## config.mk

```make
export PLATFORM = sky130hd
export DESIGN_NAME = alu_share_arbiter
export DESIGN_NICKNAME = d
export VERILOG_FILES = /design/src/rtl/alu_share_arbiter.sv
export SDC_FILE = /design/constraint.sdc
export NUM_CORES = 1
export LEC_CHECK = 0
export CORE_ASPECT_RATIO = 0.5
export CORE_MARGIN = 8
export CORE_UTILIZATION = 25
export CTS_CLUSTER_DIAMETER = 80
export CTS_CLUSTER_SIZE = 10
export DETAILED_ROUTE_END_ITERATION = 12
export PLACE_DENSITY = 0.83
export SKIP_CTS_REPAIR_TIMING = 1
export SYNTH_ARGS = -nofsm -noshare
export SYNTH_HDL_FRONTEND = slang
export SYNTH_SLANG_ARGS = --single-unit
```

## constraint.sdc

```tcl
create_clock -name clk -period 2.2 [get_ports clk]
set_clock_uncertainty 0.1 [all_clocks]
set_input_delay 0.44 -clock clk [delete_from_list [all_inputs] [get_ports clk]]
set_output_delay 0.44 -clock clk [all_outputs]
set_load 0.05 [all_outputs]
```

## src/rtl/alu_share_arbiter.sv

```systemverilog
// Round-robin sharing of one combinational ALU between two requesters.
// The result is captured with the winner's ID in a one-entry valid/ready response register.
module alu_share_arbiter #(
    parameter int DATA_W = 32
) (
    input  logic              clk,
    input  logic              reset,
    input  logic              r0_req,
    input  logic [5:0]        r0_func,
    input  logic [1:0]        r0_op,
    input  logic [DATA_W-1:0] r0_a,
    input  logic [DATA_W-1:0] r0_b,
    output logic              r0_gnt,
    input  logic              r1_req,
    input  logic [5:0]        r1_func,
    input  logic [1:0]        r1_op,
    input  logic [DATA_W-1:0] r1_a,
    input  logic [DATA_W-1:0] r1_b,
    output logic              r1_gnt,
    output logic [DATA_W-1:0] alu_a,
    output logic [DATA_W-1:0] alu_b,
    output logic [5:0]        alu_function,
    output logic [1:0]        alu_op,
    input  logic [DATA_W-1:0] alu_result,
    output logic              rsp_valid,
    output logic              rsp_id,
    output logic [DATA_W-1:0] rsp_data,
    input  logic              rsp_ready
);

    logic              rsp_valid_reg;
    logic              rsp_id_reg;
    logic [DATA_W-1:0] rsp_data_reg;
    logic              last_id_reg;

    logic [1:0]        req_vec;
    logic [1:0]        gnt_vec;
    logic [5:0]        func_arr [2];
    logic [1:0]        op_arr   [2];
    logic [DATA_W-1:0] a_arr    [2];
    logic [DATA_W-1:0] b_arr    [2];
    logic              can_issue;

    assign req_vec  = {r1_req, r0_req};
    assign func_arr = '{r0_func, r1_func};
    assign op_arr   = '{r0_op, r1_op};
    assign a_arr    = '{r0_a, r1_a};
    assign b_arr    = '{r0_b, r1_b};

    // Reset gating keeps grants and ALU drive quiet while reset is held.
    assign can_issue = !reset && (!rsp_valid_reg || rsp_ready);

    // A requester wins when alone, or on a tie when it was not the last winner.
    genvar gi;
    generate
        for (gi = 0; gi < 2; gi++) begin : g_grant
            assign gnt_vec[gi] = can_issue && req_vec[gi] &&
                                 (!req_vec[1-gi] || (last_id_reg != 1'(gi)));
        end
    endgenerate

    assign r0_gnt = gnt_vec[0];
    assign r1_gnt = gnt_vec[1];

    always_comb begin
        alu_a        = '0;
        alu_b        = '0;
        alu_function = '0;
        alu_op       = '0;
        for (int i = 0; i < 2; i++) begin
            if (gnt_vec[i]) begin
                alu_a        = a_arr[i];
                alu_b        = b_arr[i];
                alu_function = func_arr[i];
                alu_op       = op_arr[i];
            end
        end
    end

    always_ff @(posedge clk or posedge reset) begin
        if (reset) begin
            rsp_valid_reg <= 1'b0;
            rsp_id_reg    <= 1'b0;
            rsp_data_reg  <= '0;
            last_id_reg   <= 1'b1;
        end else if (|gnt_vec) begin
            rsp_valid_reg <= 1'b1;
            rsp_id_reg    <= gnt_vec[1];
            rsp_data_reg  <= alu_result;
            last_id_reg   <= gnt_vec[1];
        end else if (rsp_ready) begin
            rsp_valid_reg <= 1'b0;
        end
    end

    assign rsp_valid = rsp_valid_reg;
    assign rsp_id    = rsp_id_reg;
    assign rsp_data  = rsp_data_reg;

endmodule

```

==> flow_summary.ini, run 1 <==
[run_status]
status = finished, violations left
violations = setup timing

[sta]
finalWorstSetupSlack_ps = -393
period_share_pct = 118
setup_viol = 74
grt_setup_unrepaired = true
clock.fmax_mhz = 386
final-hold-violation-count = 0
worst_pin_slew_ps = 562
relSlewSlack_pct = 62.4
min_period_ps = 2590
hold_slack_ps = 381
slew_violations = 0

[place]
dpl_cell_area_um2 = 6630
place_congestion = 0.871
dp_hpwl_mm = 12.3
portBuffers = 288
place_ws_ps = -463

[critical_path]
cpMostUsedCell = buf_12
reg2reg_slack_ps = 430
criticalPathCategory = reg -> out
worst_path_max_delay_cell = dfstp_2
path_buf_inv = 5
crit_fanout = 7
cp_top_family = buffers and inverters
worstPathRequired_ps = 1660
crit_arrival_ps = 2050
critPathLaunchType = flop
path_cells = inv_2, a2111oi_4, buf_4, buf_12, clkbuf_16, a22o_4, buf_12
cp-end-kind = primary output
cp_slowest_stage_delay_ps = 540

[clocking]
clk_pin_slew_ps = 50
cts_buffer_depth = 2
cts-root-buf = clkbuf_16
cts-buffers-inserted = 5
cts_tree = done
cts.sinks = 35
clock_latency_ps = 270
cts.htree.levels = 2

[flow_run]
drv_cap = 0

[route]
ant_nets = 0
post-route-drc-count = 0
via_per_inst = 4.87
dr_total_vias = 2930
totalWireLength_mm = 16.6
drtPass1Iterations = 4
drtIter0Drc = 81
wl_per_cell_um = 27.5

[min_path]
hold_class = reg -> reg

[floorplanning]
die_h_um = 81.4
rows = 23
io_pins = 289
dieArea_um2 = 11900
die_x_um = 147
core_um2 = 8140
start_util_pct = 26.3

[final_layout]
fin_area_um2 = 7170
fillers = 363
mostFrequentLayoutCells = 209 x clkdlybuf4s50_1, 85 x buf_12, 72 x a22o_4
nNetsFinal = 669
area_growth_pct = 235
layout-drive-gt1-share_pct = 47.0
mostFrequentLayoutCell = clkdlybuf4s50_1
largest_reg_flops = 32

[logic_synthesis]
synthMuxAreaShare_pct = 16.9
synth_seq_cells = 35
synth_top_area_cell = dfrtp_1
syn_inst = 170
synthesis.area_um2 = 2140
synth_area_leaders = dfrtp_1 40%, a22o_1 29%, mux2_2 13%
syn-num-nets = 351
synth_adder_area_share_pct = 0
synth_top_family_by_area = compound AO/OA/AOI/OAI gates
synth-simple-area-share_pct = 0.702
seq_area_frac_synth_pct = 41.0
synth_warnings = 0
avgSynthCellArea_um2 = 12.6
synth_compound_area_share_pct = 33.7
synth_top_area_share_pct = 39.8
synth_cell_types = 16
synth-xor-area-share_pct = 0

[pwr]
power_leakage_nw = 3.12
power_density_nw_per_um2 = 602
vdd_drop_max_uv = 612
power_w = 0.00432

[global_routing]
grt_pass1_wl_mm = 20.0
grt_overflow_total = 0
grtUsageTotal_pct = 22.1
grt_pass1_vias = 3143
grt_antenna_before_repair = 1
grt_max_degree = 36
## synth_stat cells (all sizes together)
cell type,n
buf,18
dfrtp,34
nor2b,1
mux2,32
inv,5
o21bai,2
or2,1
a22o,72
a2111oi,2
a211oi,1
clkbuf,1
dfstp,1
## final cells by class
cell class | instances | area [µm²] | area share, %
clock buffers | 7 | 153 | 2.13
flip-flops and latches | 35 | 878 | 12.2
inverters | 5 | 18.8 | 0.262
clock inverters | 1 | 7.51 | 0.105
diodes | 1 | 2.50 | 0.0349
repair buffers | 330 | 4240 | 59.1
multi-input cells | 111 | 1730 | 24.1
well taps | 112 | 140 | 1.95
## final timing paths
kind	cells after the start	start	to
min in group asynchronous	4	reset	rsp_data[6]
max in group asynchronous	4	reset	last_id_reg
worst max register to register	5	rsp_valid	rsp_data[5]
worst min-delay path	1	rsp_data[29]	rsp_data[29]
worst min register to register	1	rsp_data[29]	rsp_data[29]
worst max-delay path	7	last_id_reg	alu_a[25]
## report_power, final
group	total, W	leakage, nW	switching [W]	internal (W)
Combinational	0.00273	2.64	0.00139	0.00134
Clock	0.000748	0.0761	0.000267	0.000481
Sequential	0.000839	0.407	0.0000701	0.000769
Total	0.00432	3.12	0.00173	0.00259
## kinds of logic (layout without fill, tap and decap cells)
logic type | count (synthesis) | in the layout
other | 0 | 1
AO/OA/AOI/OAI | 77 | 77
AND/OR/NAND/NOR | 2 | 2
flip-flops | 35 | 35
buffers and inverters | 24 | 343
multiplexers | 32 | 32
## routing by layer
layer | vias to the layer above | share of wire, % | GRT usage (%)
met1 | 1453 | 34 | 22.7
met5 | - | 0 | 0
met4 | 0 | 3.1 | 5.30
li1 | 1324 | - | -
met3 | 29 | 5.6 | 5.99
met2 | 124 | 58 | 44.6
## through the flow
stage / util [%] / instances / setup TNS (ps)
3_5_place_dp: 81.4 / 581 / -35240
4_1_cts: 83.4 / 589 / -32190
5_1_grt: 88.1 / 602 / -27890
2_1_floorplan: - / 170 / -815
6_report: 88.1 / 602 / -25300
3_3_place_gp: 81.4 / 581 / -31700
No activity file was read; power rests on OpenSTA's default activity.
==> run 2: changes to the inputs <==
SKIP_CTS_REPAIR_TIMING = not set   (was 1)
==> run 2 against run 1 <==
Compared with the run above: the run still ends with setup timing left; via count is 3.3% lower; clock power is 1% lower; global-route usage is 0.81 points higher; non-clock buffer count is 7 lower; final cell count is 1.2% lower; core utilization is 3.2 points lower; first-iteration DRC count is 25% higher; sequential share of layout area is 0.46 points higher; largest power group unchanged.
==> flow_summary.ini, run 2 (same netlist as run 1, synthesis figures left out) <==
[run_status]
status = finished, violations left
violations = setup timing

[critical_path]
worstPathRequired_ps = 1660
worst_path_max_delay_cell = a2111oi_4
criticalPathCategory = in -> out
cp_slowest_stage_delay_ps = 420
path_cells = dlygate4sd2_1, inv_1, a2111oi_4, buf_12, buf_12, a22o_2, buf_12
cp-end-kind = primary output
rr_worst_depth = 5
cpMostUsedCell = buf_12
crit_arrival_ps = 1950
crit_fanout = 15
critPathLaunchType = input pin

[floorplanning]
core_um2 = 8140
die_x_um = 147
rows = 23
die_h_um = 81.4
dieArea_um2 = 11900
io_pins = 289
start_util_pct = 26.3

[sta]
period_share_pct = 113
min_period_ps = 2490
hold_slack_ps = 380
final-hold-violation-count = 0
finalWorstSetupSlack_ps = -287
grt_setup_unrepaired = true
worst_pin_slew_ps = 578
slew_violations = 0
setup_viol = 74
relSlewSlack_pct = 61.3
setup-tns-final_ps = -18450
clock.fmax_mhz = 402

[global_routing]
grtUsageMet1_pct = 23.2
busiest_layer = met2
grt_max_degree = 36
grt_pass1_vias = 3210
met3_usage_pct = 6.32
grt_pass1_wl_mm = 20.8
grtUsageTotal_pct = 22.9
grt_overflow_total = 0
grtUsageMet2_pct = 46.6
grt_antenna_before_repair = 1

[clocking]
cts-root-buf = clkbuf_16
cts_hold_buffers = 0
cts.sinks = 35
clock_latency_ps = 270
cts_tree = done
cts.htree.levels = 2
cts-buffers-inserted = 5
cts_buffer_depth = 2
clk_pin_slew_ps = 50

[pwr]
vdd_drop_max_uv = 631
power_leakage_nw = 2.95
power_density_nw_per_um2 = 610

[final_layout]
mostFrequentLayoutCells = 209 x clkdlybuf4s50_1, 85 x buf_12, 60 x a22o_4
area_growth_pct = 223
fillers = 425
layout-drive-gt1-share_pct = 46.5
largest_reg_flops = 32
nNetsFinal = 662
mostFrequentLayoutCell = clkdlybuf4s50_1

[route]
drtIter0Drc = 101
post-route-drc-count = 0
wl_per_cell_um = 24.9
totalWireLength_mm = 14.8
dr_total_vias = 2833
via_per_inst = 4.76
ant_nets = 0
drtPass1Iterations = 4

[place]
place_congestion = 0.871
portBuffers = 288
dp_hpwl_mm = 12.3
place_ws_ps = -463

[min_path]
hold_class = reg -> reg
hold_depth = 1

[flow_run]
drv_cap = 0
==> run 2: cell count changes in the layout (fill, tap and decap cells not counted), sizes merged <==
cell,change
clkbuf,-7
dlymetal6s2s,-4
dlygate4sd2,+4
==> run 2: metrics by stage <==
step / std cells / power [W] / instance area [µm²] / utilization (%)
finish: 595 / 0.00421 / 6910 / 84.9
detailed placement: 581 / 0.00344 / 6630 / 81.4
global route: 595 / 0.00436 / 6910 / 84.9
floorplan: 170 / 0.00215 / 2660 / -
CTS: 592 / 0.00423 / 6890 / 84.6
global placement: 581 / 0.00341 / 6630 / 81.4
==> run 2: repair_timing <==
item | in CTS | in global routing
hold endpoints to repair | 0 | 0
resized for setup | 16 | 1
pin swaps | 3 | 1
cloned | 1 | 0
setup buffers | 2 | 2
setup endpoints to repair | 74 | 74
==> run 2: area by class of cell <==
type / count / area (µm²) / share of cell area (%)
Clock buffer: 7 / 153 / 2.21
Sequential cell: 35 / 878 / 12.7
Antenna cell: 1 / 2.50 / 0.0362
Multi-Input combinational cell: 111 / 1640 / 23.7
Inverter: 5 / 18.8 / 0.271
Tap cell: 112 / 140 / 2.03
Timing Repair Buffer: 323 / 4070 / 58.9
Clock inverter: 1 / 7.51 / 0.109
==> run 2: path summary, 6_finish.rpt <==
kind / from / endpoint / slack [ps]
min in group asynchronous: reset / rsp_data[27] / 490
worst min register to register: rsp_data[29] / rsp_data[29] / 380
worst max register to register: rsp_valid / rsp_data[5] / 440
worst min-delay path: rsp_data[29] / rsp_data[29] / 380
max in group asynchronous: reset / last_id_reg / 1270
worst max-delay path: r0_req / alu_a[24] / -290
==> run 2: metal layers <==
layer,vias to the layer above,routed length [µm]
met5,-,0
met4,0,316
met1,1389,5070
li1,1310,-
met2,115,8490
met3,19,910
==> run 2: worst max-delay path, delay by kind of cell <==
kind,cells,cell delay (ps)
buffers and inverters,5,890
AO/OA/AOI/OAI,2,610
==> run 2: power by group <==
part	internal [W]	leakage [nW]	switching, W	total (W)
clock network	0.000481	0.0761	0.000259	0.000740
registers	0.000769	0.407	0.0000649	0.000834
logic	0.00130	2.47	0.00135	0.00264
total	0.00254	2.95	0.00167	0.00421
==> run 3: changes to the inputs <==
HOLD_SLACK_MARGIN = 0.1   (was not set)
PLACE_DENSITY = 0.88   (was 0.83)
==> run 3 against run 2 <==
Compared with the run above: the run still ends with setup timing left; flip-flop and latch count is the same; sequential power is essentially flat; core utilization grew 3.7 points; register-to-register slack lost 30 ps; sequential share of layout area shrank 0.54 points; design area grew 4.4%; clock power shrank 8.5%; worst setup slack lost 170 ps; critical path type is now reg -> out; critical endpoint is now alu_a[22].
==> flow_summary.ini, run 3 (same netlist as run 1, synthesis figures left out) <==
[place]
dp_hpwl_mm = 12.8
dpl.cell_count = 583
place_congestion = 0.948
dpl_cell_area_um2 = 6610
portBuffers = 288

[critical_path]
worstPathRequired_ps = 1660
path_buf_inv = 6
path_cells = inv_2, a2111oi_4, buf_12, buf_8, buf_12, buf_16, a22o_4, buf_12
criticalPathCategory = reg -> out
reg2reg_slack_ps = 410
critPathLaunchType = flop
timing.rr.start = last_id_reg
worst_path_max_delay_cell = dfstp_2
rr_worst_depth = 7
cpMostUsedCell = buf_12
cp_slowest_stage_delay_ps = 550
crit_fanout = 9
r2r_end = last_id_reg
cp-end-kind = primary output
crit_arrival_ps = 2120
cp_top_family = buffers and inverters

[global_routing]
grt_pass1_vias = 3344
grtUsageMet1_pct = 28.5
grt_antenna_before_repair = 1
grtUsageTotal_pct = 27.0
grt_pass1_wl_mm = 24.1
grtUsageMet2_pct = 53.5
met3_usage_pct = 7.26
busiest_layer = met2
grt_max_degree = 23
grt_overflow_total = 0

[pwr]
vdd_drop_max_uv = 730
power_w = 0.00428
power_density_nw_per_um2 = 593
power_leakage_nw = 3.12

[route]
post-route-drc-count = 0
drtIter0Drc = 180
dr_total_vias = 3017
totalWireLength_mm = 17.4
via_per_inst = 4.94
wl_per_cell_um = 28.4
drtPass1Iterations = 4
ant_nets = 0

[sta]
worst_pin_slew_ps = 556
relSlewSlack_pct = 62.8
slew_violations = 0
period_share_pct = 121
finalWorstSetupSlack_ps = -460
final-hold-violation-count = 0
setup_viol = 74
grt_setup_unrepaired = true
min_period_ps = 2660
clock.fmax_mhz = 376

[clocking]
cts.sinks = 35
cts.htree.levels = 2
clock_latency_ps = 270
clk_pin_slew_ps = 60
cts-buffers-inserted = 5
cts-root-buf = clkbuf_16
cts_hold_buffers = 0
cts_tree = done
cts_buffer_depth = 2

[min_path]
hold_class = reg -> reg
hold_depth = 1
worstHoldStart = rsp_data[22]
min_to = rsp_data[22]

[floorplanning]
start_util_pct = 26.3
core_um2 = 8140
rows = 23
dieArea_um2 = 11900
io_pins = 289
die_h_um = 81.4
die_x_um = 147

[flow_run]
drv_cap = 0

[final_layout]
area_growth_pct = 238
mostFrequentLayoutCell = clkdlybuf4s50_1
fin_area_um2 = 7220
final_cells = 611
regArea_um2 = 878
mostFrequentLayoutCells = 210 x clkdlybuf4s50_1, 85 x buf_12, 72 x a22o_4
largest_reg_flops = 32
fillers = 346
layout-drive-gt1-share_pct = 47.7
post-route-util_pct = 88.6
nNetsFinal = 677
multi_input_area_um2 = 1730

[run_status]
violations = setup timing
status = finished, violations left
-- run 3: cell types whose count changed in the layout (fill, tap and decap cells not counted), sizes merged --
cell and change:
buf +12, bufbuf +2, clkbuf -1, clkdlybuf4s15 +2, clkdlybuf4s50 +1, clkinv +1
diode +1, dlygate4sd2 -2
-- run 3: per-stage QoR --
stage	hold WS, ps	TNS (ps)	setup slack, ps
global route	402	-32960	-525
detailed placement	377	-39610	-537
global placement	366	-34020	-466
finish	390	-28370	-460
CTS	396	-29440	-460
floorplan	412	-815	-48.1
-- run 3: routing by layer --
layer,share of wire [%],up-vias
met5,0,-
met4,1.5,0
met3,7.4,16
met2,56,165
met1,35,1498
li1,-,1338
-- run 3: what timing repair did --
item	CTS	global route
pin swaps	29	1
buffers inserted	13	1
resized for setup	41	3
cloned	5	0
endpoints found under the setup margin	74	74
-- run 3: where the power goes --
group          total (W)  switching (W)  internal [W]
registers       0.000837      0.0000679      0.000769
clock network   0.000677       0.000259      0.000417
logic            0.00276        0.00140       0.00137
-- run 3: worst max-delay path by stage --
| stage | from | end | slack [ps] | depth (start not counted) |
|---|---|---|---|---|
| floorplan | rsp_valid | alu_a[24] | -50 | 4 |
| detailed placement | reset | alu_a[31] | -540 | 6 |
| global route | last_id_reg | alu_a[22] | -520 | 8 |
| finish | last_id_reg | alu_a[22] | -460 | 8 |
| global placement | reset | alu_a[31] | -470 | 6 |
| CTS | last_id_reg | alu_a[20] | -460 | 8 |
-- run 3: worst register-to-register path: cells and delay by family (launching register included) --
kind                   cells  cell delay (ps)
flip-flops                 1              550
buffers and inverters      5              550
AO/OA/AOI/OAI              2              500
-- run 3: layout make-up --
type                    count  area share [%]
multi-input cells         111            24.0
diodes                      2          0.0693
flip-flops and latches     35            12.2
clock buffers               6            1.79
clock inverters             2           0.173
repair buffers            338            59.6
well taps                 112            1.94
inverters                   5           0.260
